<file path="config.mk">
export PLATFORM = sky130hd
export DESIGN_NAME = dmem_arbiter
export DESIGN_NICKNAME = d
export VERILOG_FILES = /design/src/rtl/dmem_arbiter.sv
export SDC_FILE = /design/constraint.sdc
export NUM_CORES = 1
export LEC_CHECK = 0
export BUFFER_PORTS_ARGS = -buffer_cell sky130_fd_sc_hd__buf_4
export CORE_AREA = 8 8 87 89
export DETAILED_ROUTE_END_ITERATION = 8
export DIE_AREA = 0 0 95 97
export PLACE_DENSITY_LB_ADDON = 0.1
export SLEW_MARGIN = 0
export SYNTH_ARGS = -nofsm -noshare
export SYNTH_HDL_FRONTEND = slang
export SYNTH_SLANG_ARGS = --single-unit
</file>
<file path="constraint.sdc">
create_clock -name clock -period 1.9 [get_ports clock]
set_input_delay 0 -clock clock [delete_from_list [all_inputs] [get_ports clock]]
set_output_delay 0 -clock clock [all_outputs]
set_load 0.01 [all_outputs]
</file>
<file path="src/rtl/dmem_arbiter.sv">
// Two-port round-robin arbiter in front of a single-port data memory, with a bounded
// grant lock for bursts and a tag pipeline that routes registered read data to its issuer.
module dmem_arbiter #(
    parameter int ADDR_W   = 12,
    parameter int DATA_W   = 32,
    parameter int RD_LAT   = 1,
    parameter int MAX_HOLD = 8
) (
    input  logic              clock,
    input  logic              reset,
    input  logic              p0_req,
    input  logic              p0_wren,
    input  logic              p0_lock,
    input  logic [ADDR_W-1:0] p0_addr,
    input  logic [DATA_W-1:0] p0_wdata,
    output logic              p0_gnt,
    output logic              p0_rvalid,
    output logic [DATA_W-1:0] p0_rdata,
    input  logic              p1_req,
    input  logic              p1_wren,
    input  logic              p1_lock,
    input  logic [ADDR_W-1:0] p1_addr,
    input  logic [DATA_W-1:0] p1_wdata,
    output logic              p1_gnt,
    output logic              p1_rvalid,
    output logic [DATA_W-1:0] p1_rdata,
    output logic [ADDR_W-1:0] address_dmem,
    output logic [DATA_W-1:0] data,
    output logic              wren,
    input  logic [DATA_W-1:0] q_dmem
);
    localparam int HOLD_W = $clog2(MAX_HOLD + 1);
    localparam logic [HOLD_W-1:0] HOLD_MAX = HOLD_W'(MAX_HOLD);

    typedef enum logic [1:0] {
        LOCK_NONE = 2'd0,
        LOCK_P0   = 2'd1,
        LOCK_P1   = 2'd2
    } lock_t;

    lock_t             r_lock_own, w_lock_own_next;
    logic              r_last_win, w_last_win_next;
    logic [HOLD_W-1:0] r_hold_cnt, w_hold_cnt_next;
    logic              w_gnt0, w_gnt1, w_any_gnt, w_win_lock;
    logic [RD_LAT-1:0] r_tag_valid;
    logic [RD_LAT-1:0] r_tag_port;
    logic              w_rsp_valid;

    // Winner selection: an unexpired lock beats round-robin; reset blocks every grant.
    always_comb begin
        w_gnt0 = 1'b0;
        w_gnt1 = 1'b0;
        if (!reset) begin
            if (r_lock_own == LOCK_P0 && p0_req && r_hold_cnt < HOLD_MAX) begin
                w_gnt0 = 1'b1;
            end else if (r_lock_own == LOCK_P1 && p1_req && r_hold_cnt < HOLD_MAX) begin
                w_gnt1 = 1'b1;
            end else if (p0_req && p1_req) begin
                w_gnt0 = r_last_win;
                w_gnt1 = !r_last_win;
            end else begin
                w_gnt0 = p0_req;
                w_gnt1 = p1_req;
            end
        end
    end

    assign w_any_gnt  = w_gnt0 | w_gnt1;
    assign w_win_lock = w_gnt0 ? p0_lock : p1_lock;
    assign p0_gnt     = w_gnt0;
    assign p1_gnt     = w_gnt1;

    always_comb begin
        address_dmem = '0;
        data         = '0;
        wren         = 1'b0;
        if (w_gnt0) begin
            address_dmem = p0_addr;
            data         = p0_wdata;
            wren         = p0_wren;
        end else if (w_gnt1) begin
            address_dmem = p1_addr;
            data         = p1_wdata;
            wren         = p1_wren;
        end
    end

    // Any cycle where the winner does not ask to lock (or nobody wins) drops the lock.
    always_comb begin
        w_last_win_next = r_last_win;
        w_lock_own_next = LOCK_NONE;
        w_hold_cnt_next = '0;
        if (w_any_gnt) begin
            w_last_win_next = w_gnt1;
            if (w_win_lock) begin
                w_lock_own_next = w_gnt1 ? LOCK_P1 : LOCK_P0;
                if (r_lock_own == w_lock_own_next) begin
                    w_hold_cnt_next = (r_hold_cnt == HOLD_MAX) ? HOLD_MAX
                                                               : r_hold_cnt + HOLD_W'(1);
                end else begin
                    w_hold_cnt_next = HOLD_W'(1);
                end
            end
        end
    end

    always_ff @(posedge clock) begin
        if (reset) begin
            r_last_win <= 1'b1;
            r_lock_own <= LOCK_NONE;
            r_hold_cnt <= '0;
        end else begin
            r_last_win <= w_last_win_next;
            r_lock_own <= w_lock_own_next;
            r_hold_cnt <= w_hold_cnt_next;
        end
    end

    always_ff @(posedge clock) begin
        if (reset) begin
            r_tag_valid[0] <= 1'b0;
            r_tag_port[0]  <= 1'b0;
        end else begin
            r_tag_valid[0] <= w_any_gnt & !wren;
            r_tag_port[0]  <= w_gnt1;
        end
    end

    generate
        for (genvar gi = 1; gi < RD_LAT; gi++) begin : g_tag
            always_ff @(posedge clock) begin
                if (reset) begin
                    r_tag_valid[gi] <= 1'b0;
                    r_tag_port[gi]  <= 1'b0;
                end else begin
                    r_tag_valid[gi] <= r_tag_valid[gi-1];
                    r_tag_port[gi]  <= r_tag_port[gi-1];
                end
            end
        end
    endgenerate

    assign w_rsp_valid = r_tag_valid[RD_LAT-1] & !reset;
    assign p0_rvalid   = w_rsp_valid & !r_tag_port[RD_LAT-1];
    assign p1_rvalid   = w_rsp_valid &  r_tag_port[RD_LAT-1];
    assign p0_rdata    = p0_rvalid ? q_dmem : '0;
    assign p1_rdata    = p1_rvalid ? q_dmem : '0;
endmodule

</file>
==> flow_summary.ini <==
[die]
die_h_microns = 97
die_x_microns = 95
rows = 29
core_sq_um = 6200
dieArea_sq_um = 9220
ios = 241
start_util = 0.227

[sta]
skew_ns = 0.00195
fin_crit_ns = 1.83
worst_pin_slew_ns = 0.333
relSlewSlack = 0.778
whs_ns = 0.0210
slew_viol_final = 0
hold_viol = 0
fmax_mhz = 548
post-route-period-util = 0.961
setup_viol = 0
rsz0062_at_grt = true

[yosys]
synth.area.top_cells = and2_1 (28%), a22o_1 (28%), dfxtp_1 (13%), buf_6 (3.2%), nand2b_1 (2.2%)
async_reset_ff_frac = 0
yosys.cell_count.top_type = and2_1
avgSynthCellArea_sq_um = 7.57
synth_seq_cells = 9
seq_area_frac_synth = 0.128
synth-warning-count = 0
syn_inst = 186
synth_nets = 316
netlist.area_leader.share = 0.284
synth_cell_types = 35
synthesis.area_sq_um = 1410
synth_area_leader_cell = and2_1
synth_ff_type = dfxtp_1
synth_common_cells = and2_1 (64), a22o_1 (45), dfxtp_1 (9), inv_1 (8), clkbuf_1 (7)
synth_edf_count = 0

[placed_design]
placed_cell_area_sq_um = 3280
portBuffers = 240
gp_congestion = 0.915
place.detailed.hpwl_microns = 7660
place_inst = 491

[cts]
cts_root_buf = clkbuf_8
clkTransAtPathRegs_ns = 0.05
htree_levels = 1
cts_made_buffers = 3
cts_sinks = 9
clk_latency_ns = 0.24
cts_tree = built
clk_path_buf_depth = 2

[worst_setup_path]
reg2regPathDepth = 5
crit_fanout = 21
critPathLaunchType = flip-flop
worst_ep_required_time_ns = 1.90
worstSetupPathType = reg -> out
arrival_ns = 1.83
cp-end-kind = output port

[finish]
final_layout_size_suffix_gt1_frac = 0.604
seqCellArea_sq_um = 180
n_fill_cell = 596
multi_input_area_sq_um = 1110
design_area_sq_um = 3400
area_growth_pct = 141
stdcell_count = 499
finalNetCount = 553
diodes = 0
final_core_utilization = 0.548

[detailed_routing]
drt_iter0_markers = 48
routedWlPerCell_microns = 18.3
wl_microns = 9140
avgViaCountPerCell = 4.56
vias = 2274
drcViolationCount = 0
detail-route-antenna-nets = 0
dr.pass1.iters = 4

[global_route]
first_global_vias = 2139
grt_max_degree = 44
globalRouteOverflowTotal = 0
grt_pass1_wl_microns = 12600
antenna_found_initial = 0
track_usage = 0.172

[power_and_ir_drop]
peakVddDrop_v = 0.000442
p_per_area_nw_per_um2 = 318
p_leak_nw = 1.87

[run]
drv_cap = 0

[run_status]
outcome = complete, no violations

[hold_path]
hold_class = in -> reg
hold_depth = 2
==> flip-flops by register name (all words and copies together) (netlist names) <==
| signal | cells |
|---|---|
| r_hold_cnt | 4 |
| r_lock_own | 2 |
| r_last_win | 1 |
| r_tag_port | 1 |
| r_tag_valid | 1 |
==> power breakdown <==
group	total [mW]	switching [mW]	internal, mW
Sequential	0.206	0.00778	0.198
Combinational	0.648	0.252	0.396
Clock	0.227	0.0808	0.147
==> through the flow <==
step           worst slack (ns)   TNS, ns  power (mW)
3_5_place_dp              0.324         0       0.844
3_3_place_gp              0.333         0       0.840
2_1_floorplan             0.554         0       0.440
5_1_grt                -0.00404  -0.00830        1.15
4_1_cts                  0.0592         0        1.08
6_report                 0.0750         0        1.08
==> placed cells by master, fill, tap and decap left out, drive strengths merged, types with 3 or more instances in the layout <==
master | synthesis | layout
a21oi | 4 | 4
a22o | 45 | 45
and2 | 64 | 64
buf | 10 | 246
clkbuf | 7 | 6
dfxtp | 9 | 9
inv | 8 | 8
nand2 | 3 | 3
nand2b | 5 | 5
nor2 | 4 | 4
==> worst max-delay path, cell delays in order (launching register included) <==
cell	delay, ns
dfxtp_1	0.36
o21a_1	0.22
o22ai_1	0.30
a21oi_4	0.15
clkbuf_16	0.21
a22o_1	0.19
buf_4	0.15
==> final cells by class <==
cell class / count / area share
clock buffer: 4 / 0.0133
inverter: 8 / 0.00884
multi-input combinational: 152 / 0.328
sequential: 9 / 0.0530
tap: 77 / 0.0284
timing repair buffer: 249 / 0.568
==> what timing repair did <==
item / in CTS / in global routing
hold buffers: 1 / 0
endpoints found under the hold margin: 1 / 0
endpoints found under the setup margin: 0 / 42
buffers inserted: 0 / 1
gates resized for setup: 0 / 1
==> per-layer routing <==
layer  GRT usage  vias to the layer above  part of all wire
met2       0.328                      114              0.54
li1            -                     1141                 -
met3      0.0479                        4             0.095
met1       0.186                     1015              0.36
met4      0.0156                        0            0.0044
met5           0                        -                 0
==> final timing paths <==
kind / startpoint / to / slack, ns
hold / removal: reset / r_last_win$_SDFFE_PP1N_ / 0.02
setup / recovery: r_hold_cnt[3]$_SDFF_PP0_ / wren / 0.07
setup reg to reg: r_hold_cnt[3]$_SDFF_PP0_ / r_last_win$_SDFFE_PP1N_ / 0.41
hold reg to reg: r_hold_cnt[2]$_SDFF_PP0_ / r_hold_cnt[2]$_SDFF_PP0_ / 0.55
==> kinds of logic after synthesis <==
kind of cell / synth area share
AND/OR/NAND/NOR: 0.372
adder cells (fa/ha/maj): 0.0178
buffers and inverters: 0.0987
AO/OA/AOI/OAI: 0.378
flip-flops: 0.128
XOR/XNOR: 0.00622
Power figures use the tool's default switching activity.
